**config.mk**
```make
export PLATFORM = sky130hd
export DESIGN_NAME = comparator_bist
export DESIGN_NICKNAME = d
export VERILOG_FILES = /design/src/rtl/comparator_bist.sv
export SDC_FILE = /design/constraint.sdc
export NUM_CORES = 1
export LEC_CHECK = 0
export BUFFER_PORTS_ARGS = -buffer_cell sky130_fd_sc_hd__buf_2
export CAP_MARGIN = 20
export CORE_MARGIN = 4
export CORE_UTILIZATION = 30
export CTS_CLUSTER_DIAMETER = 60
export CTS_CLUSTER_SIZE = 16
export DETAILED_ROUTE_END_ITERATION = 12
export GPL_TIMING_DRIVEN = 0
export HOLD_SLACK_MARGIN = 0.1
export PLACE_DENSITY = 0.51
export SLEW_MARGIN = 10
export SYNTH_ARGS = -nofsm -noshare
export SYNTH_HDL_FRONTEND = slang
export SYNTH_SLANG_ARGS = --single-unit
```
**constraint.sdc**
```tcl
create_clock -name clk_i -period 3.83 [get_ports clk_i]
set_input_delay 0 -clock clk_i [delete_from_list [all_inputs] [get_ports clk_i]]
set_output_delay 0 -clock clk_i [all_outputs]
set_load 0.05 [all_outputs]
```
**src/rtl/comparator_bist.sv**
```systemverilog
// Self-test sequencer: sweeps every {A,B} pair into a magnitude comparator and counts flag mismatches.
// Optional first-failure log enabled by defining COMPARATOR_BIST_FAILLOG_EN.
module comparator_bist #(
  parameter int WIDTH  = 1,
  parameter int SETTLE = 2,
  parameter int CNT_W  = 8
) (
  input  logic             clk_i,
  input  logic             rst_n_i,
  input  logic             start_i,
  output logic [WIDTH-1:0] a_o,
  output logic [WIDTH-1:0] b_o,
  input  logic             f1_i,
  input  logic             f2_i,
  input  logic             f3_i,
  output logic             busy_o,
  output logic             done_o,
  output logic             pass_o,
  output logic [CNT_W-1:0] err_cnt_o
`ifdef COMPARATOR_BIST_FAILLOG_EN
  ,
  output logic             fail_vld_o,
  output logic [WIDTH-1:0] fail_a_o,
  output logic [WIDTH-1:0] fail_b_o,
  output logic [2:0]       fail_f_o
`endif
);

  localparam int VW       = 2 * WIDTH;
  localparam int CNT_BITS = (SETTLE > 1) ? $clog2(SETTLE) : 1;
  localparam logic [CNT_BITS-1:0] RELOAD = CNT_BITS'(SETTLE - 1);

  typedef enum logic [1:0] {S_IDLE, S_SETTLE, S_CHECK, S_DONE} state_e;

  state_e              state_q, state_d;
  logic [VW-1:0]       vec_q, vec_d;
  logic [CNT_BITS-1:0] wait_q, wait_d;
  logic [CNT_W-1:0]    err_q, err_d;
  logic                busy_q, busy_d;
  logic                done_q, done_d;
  logic                pass_q, pass_d;
  logic [WIDTH-1:0]    op_a, op_b;
  logic [2:0]          exp_flags, got_flags;
  logic                mismatch;
`ifdef COMPARATOR_BIST_FAILLOG_EN
  logic                fvld_q, fvld_d;
  logic [WIDTH-1:0]    fa_q, fa_d, fb_q, fb_d;
  logic [2:0]          ff_q, ff_d;
`endif

  assign op_a      = vec_q[VW-1:WIDTH];
  assign op_b      = vec_q[WIDTH-1:0];
  assign exp_flags = {op_a > op_b, op_a == op_b, op_a < op_b};
  assign got_flags = {f1_i, f2_i, f3_i};
  assign mismatch  = (exp_flags != got_flags);

  always_comb begin
    state_d = state_q;
    vec_d   = vec_q;
    wait_d  = wait_q;
    err_d   = err_q;
    busy_d  = busy_q;
    done_d  = done_q;
`ifdef COMPARATOR_BIST_FAILLOG_EN
    fvld_d  = fvld_q;
    fa_d    = fa_q;
    fb_d    = fb_q;
    ff_d    = ff_q;
`endif
    case (state_q)
      S_IDLE, S_DONE: begin
        if (start_i) begin
          state_d = S_SETTLE;
          vec_d   = '0;
          wait_d  = RELOAD;
          err_d   = '0;
          busy_d  = 1'b1;
          done_d  = 1'b0;
`ifdef COMPARATOR_BIST_FAILLOG_EN
          fvld_d  = 1'b0;
          fa_d    = '0;
          fb_d    = '0;
          ff_d    = '0;
`endif
        end
      end
      S_SETTLE: begin
        if (wait_q == '0) begin
          state_d = S_CHECK;
        end else begin
          wait_d = wait_q - CNT_BITS'(1);
        end
      end
      S_CHECK: begin
        // Count saturates so a badly broken comparator cannot wrap back to a clean result.
        if (mismatch && (err_q != {CNT_W{1'b1}})) begin
          err_d = err_q + CNT_W'(1);
        end
`ifdef COMPARATOR_BIST_FAILLOG_EN
        if (mismatch && !fvld_q) begin
          fvld_d = 1'b1;
          fa_d   = op_a;
          fb_d   = op_b;
          ff_d   = got_flags;
        end
`endif
        if (vec_q == {VW{1'b1}}) begin
          state_d = S_DONE;
          busy_d  = 1'b0;
          done_d  = 1'b1;
        end else begin
          state_d = S_SETTLE;
          vec_d   = vec_q + VW'(1);
          wait_d  = RELOAD;
        end
      end
      default: state_d = S_IDLE;
    endcase
    pass_d = done_d && (err_d == '0);
  end

  always_ff @(posedge clk_i or negedge rst_n_i) begin
    if (!rst_n_i) begin
      state_q <= S_IDLE;
      vec_q   <= '0;
      wait_q  <= '0;
      err_q   <= '0;
      busy_q  <= 1'b0;
      done_q  <= 1'b0;
      pass_q  <= 1'b0;
`ifdef COMPARATOR_BIST_FAILLOG_EN
      fvld_q  <= 1'b0;
      fa_q    <= '0;
      fb_q    <= '0;
      ff_q    <= '0;
`endif
    end else begin
      state_q <= state_d;
      vec_q   <= vec_d;
      wait_q  <= wait_d;
      err_q   <= err_d;
      busy_q  <= busy_d;
      done_q  <= done_d;
      pass_q  <= pass_d;
`ifdef COMPARATOR_BIST_FAILLOG_EN
      fvld_q  <= fvld_d;
      fa_q    <= fa_d;
      fb_q    <= fb_d;
      ff_q    <= ff_d;
`endif
    end
  end

  assign a_o       = op_a;
  assign b_o       = op_b;
  assign busy_o    = busy_q;
  assign done_o    = done_q;
  assign pass_o    = pass_q;
  assign err_cnt_o = err_q;
`ifdef COMPARATOR_BIST_FAILLOG_EN
  assign fail_vld_o = fvld_q;
  assign fail_a_o   = fa_q;
  assign fail_b_o   = fb_q;
  assign fail_f_o   = ff_q;
`endif

endmodule

```
==> out/results.ini <==
[status]
status=complete, no violations

[setup_path]
arrival_ns=2.59
max_stage_delay_ns=0.46
startpoint_type=register
r2r_slack_ns=1.39
crit_type=register to register
startpoint=vec_q[1]$_DFFE_PN0P_
reg2reg_from=vec_q[1]$_DFFE_PN0P_
cp.required_ns=3.98
cp_slowest_cell=dfrtp_1
cp_max_fo=7
rr_worst_depth=8
cp-endpoint=pass_o$_DFF_PN0_
endpoint_kind=register
regToRegEndpoint=pass_o$_DFF_PN0_
crit_chain=inv_1, ha_1, xor2_1, nor3_4, nor2_2, mux2_4, o311a_1, nor4_2

[route]
drtIter0Drc=55
wire_per_inst_um=13.8
drtPass1Iterations=4
vias=1012
vias_per_cell=5.09
wirelength_mm=2.75
drc=0
detail-route-antenna-nets=0

[final_layout]
fin_area_um2=1330
drive_gt1_share_pct=19.6
final_net_count=167
antenna_cells=0
area_growth_pct=20.1

[timing]
finalSetupTns_ns=0
worstMarginPinSlew_ns=0.438
slew_headroom_pct=70.6
max_freq_ghz=0.410
hold_violations=0
period_needed_ns=2.44
min_period_over_period_pct=63.7
slew_viol_final=0
setup_viol=0
finClkSkew_ns=0.00238
rsz0062_at_grt=no

[floorplanning]
coreArea_um2=3440
io_pins=19
die_area_um2=4740
num_rows=21
die_x_um=68.8
start_util_pct=32.2
die_h_um=68.8

[global_routing]
grt_pass1_wl_mm=4.64
antenna_found_initial=0
grt_pass1_vias=1035
grt_overflow_total=0
grt_max_degree=17
grt_usage_pct=13.0

[logic_synthesis]
ys_seq_area_share_pct=36.1
postSynthCellCount=129
synth_top_area_share_pct=36.1
syn_nets=142
ys_warn_count=0
synth_area_leaders=dfrtp_1 (36%), ha_1 (7.9%), a21oi_1 (6.8%), o21ai_0 (5.0%), nor2_1 (4.4%)
synthFlopType=dfrtp_1
syn-mean-instance-area_um2=8.60
synth_cell_types=37
synth_area_um2=1110
synth-async-reset-ratio_pct=100
synth-seq-cells=16
synth_edf_count=0
yosysTopAreaCell=dfrtp_1

[cts]
cts_buffer_depth=2
cts_root_buffer=clkbuf_8
cts_sinks=16
cts_inserted_buffers=3
path_clk_slew_ns=0.07
cts_tree=yes
cts_max_level=1
cts-resized-gates=0
clk_latency_ns=0.25

[placed_design]
portBuffers=18
place_congestion=0.829
postPlaceCellArea_um2=1260
dp_hpwl_mm=2.07

[power]
p_total_w=0.000837
power.density_nw_per_um2=628
ir_drop_uv=277
p_leak_nw=0.633

[job]
cap_violations=0

[worst_hold_path]
hp-class=input port to async pin

-- layer usage --
metal	routed length, µm	GRT usage (%)	up-vias
met2	1340	24.4	23
met3	126	1.46	2
li1	-	-	512
met4	18	3.65	0
met5	0	0	-
met1	1270	15.3	475
-- flip-flops by register name, indices dropped and copies added (netlist names) --
register   flops
done_o         1
pass_o         1
state_q        2
wait_q         1
vec_q          2
err_cnt_o      8
busy_o         1
-- synthesized netlist by cell type, drive strengths merged (2+ instances only) --
cell,count
nand3b,3
o21ai,11
nand2b,2
dfrtp,16
o22ai,3
nor2,15
nor3,3
and3,3
mux2i,3
inv,8
nand4,4
xor2,3
nand3,5
ha,7
nor2b,3
a21oi,15
clkbuf,3
nand2,6
-- critical path: cells and delay by family (launching register included) --
family	cells	cell delay (ns)
compound gates	1	0.31
xor+xnor	1	0.21
fa+ha+maj	1	0.33
buf+inv	1	0.07
flops	1	0.46
mux	1	0.30
simple gates	3	0.65
-- worst min path at each step --
| stage | from | end | cells after the start |
|---|---|---|---|
| 6_report | rst_n_i | err_cnt_o[4]$_DFF_PN0_ | 2 |
| 3_3_place_gp | rst_n_i | err_cnt_o[3]$_DFF_PN0_ | 1 |
| 5_1_grt | rst_n_i | err_cnt_o[6]$_DFF_PN0_ | 2 |
| 3_5_place_dp | rst_n_i | err_cnt_o[3]$_DFF_PN0_ | 1 |
| 2_1_floorplan | rst_n_i | busy_o$_DFFE_PN0P_ | 0 |
| 4_1_cts | rst_n_i | err_cnt_o[3]$_DFF_PN0_ | 2 |
-- final cells by class --
| type | count | area (µm²) |
|---|---|---|
| Multi-Input combinational cell | 101 | 663 |
| Tap cell | 46 | 57.6 |
| Inverter | 8 | 30.0 |
| Buffer | 4 | 16.3 |
| Timing Repair Buffer | 20 | 110 |
| Sequential cell | 16 | 400 |
| Clock buffer | 4 | 55.1 |
| Fill cell | 378 | 2110 |
-- kinds of logic (layout without fill, tap and decap cells) --
| family | after synthesis | after routing | share of synthesized area [%] |
|---|---|---|---|
| adder cells (fa/ha/maj) | 7 | 7 | 7.89 |
| buffers and inverters | 12 | 36 | 4.17 |
| AO/OA/AOI/OAI | 39 | 39 | 21.0 |
| XOR/XNOR | 3 | 3 | 2.37 |
| flip-flops | 16 | 16 | 36.1 |
| AND/OR/NAND/NOR | 48 | 48 | 24.5 |
| multiplexers | 4 | 4 | 4.06 |
-- report_power, final --
part | total, W | leakage, nW | internal [W] | switching, W
Sequential | 0.000243 | 0.211 | 0.000200 | 0.0000425
Combinational | 0.000441 | 0.393 | 0.000149 | 0.000292
Clock | 0.000153 | 0.0288 | 0.0000912 | 0.0000617
Total | 0.000837 | 0.633 | 0.000440 | 0.000396
-- stage by stage --
stage	util [%]	worst slack [ns]	cells	hold slack, ns
after floorplan	-	1.33	129	-0.296
after global placement	36.5	1.42	193	-0.0513
after detailed placement	36.5	1.39	193	-0.0449
after CTS	38.7	1.38	199	0.231
after global routing	38.7	1.25	199	0.250
final	38.7	1.39	199	0.216
-- layout by cell type (no fill, tap or decap), types with 2 or more instances in the layout --
cell and instances:
nand2b_1 2, dfrtp_1 16, xor2_1 3, inv_1 8, nand3_1 5, o21ai_0 11, ha_1 7, dlygate4sd3_1 2
nand3b_1 3, nor3_1 2, nand4_1 4, clkbuf_1 3, nand2_1 6, a21oi_1 15, and3_1 3, clkbuf_8 4
nor2_1 13, o22ai_1 3, nor2b_1 3, buf_2 19, mux2i_1 3
-- repair_timing --
item | in CTS | in global routing
hold buffers | 2 | 0
setup buffers | 0 | 0
endpoints found under the hold margin | 17 | 0
(Power assumes the default switching activity.)
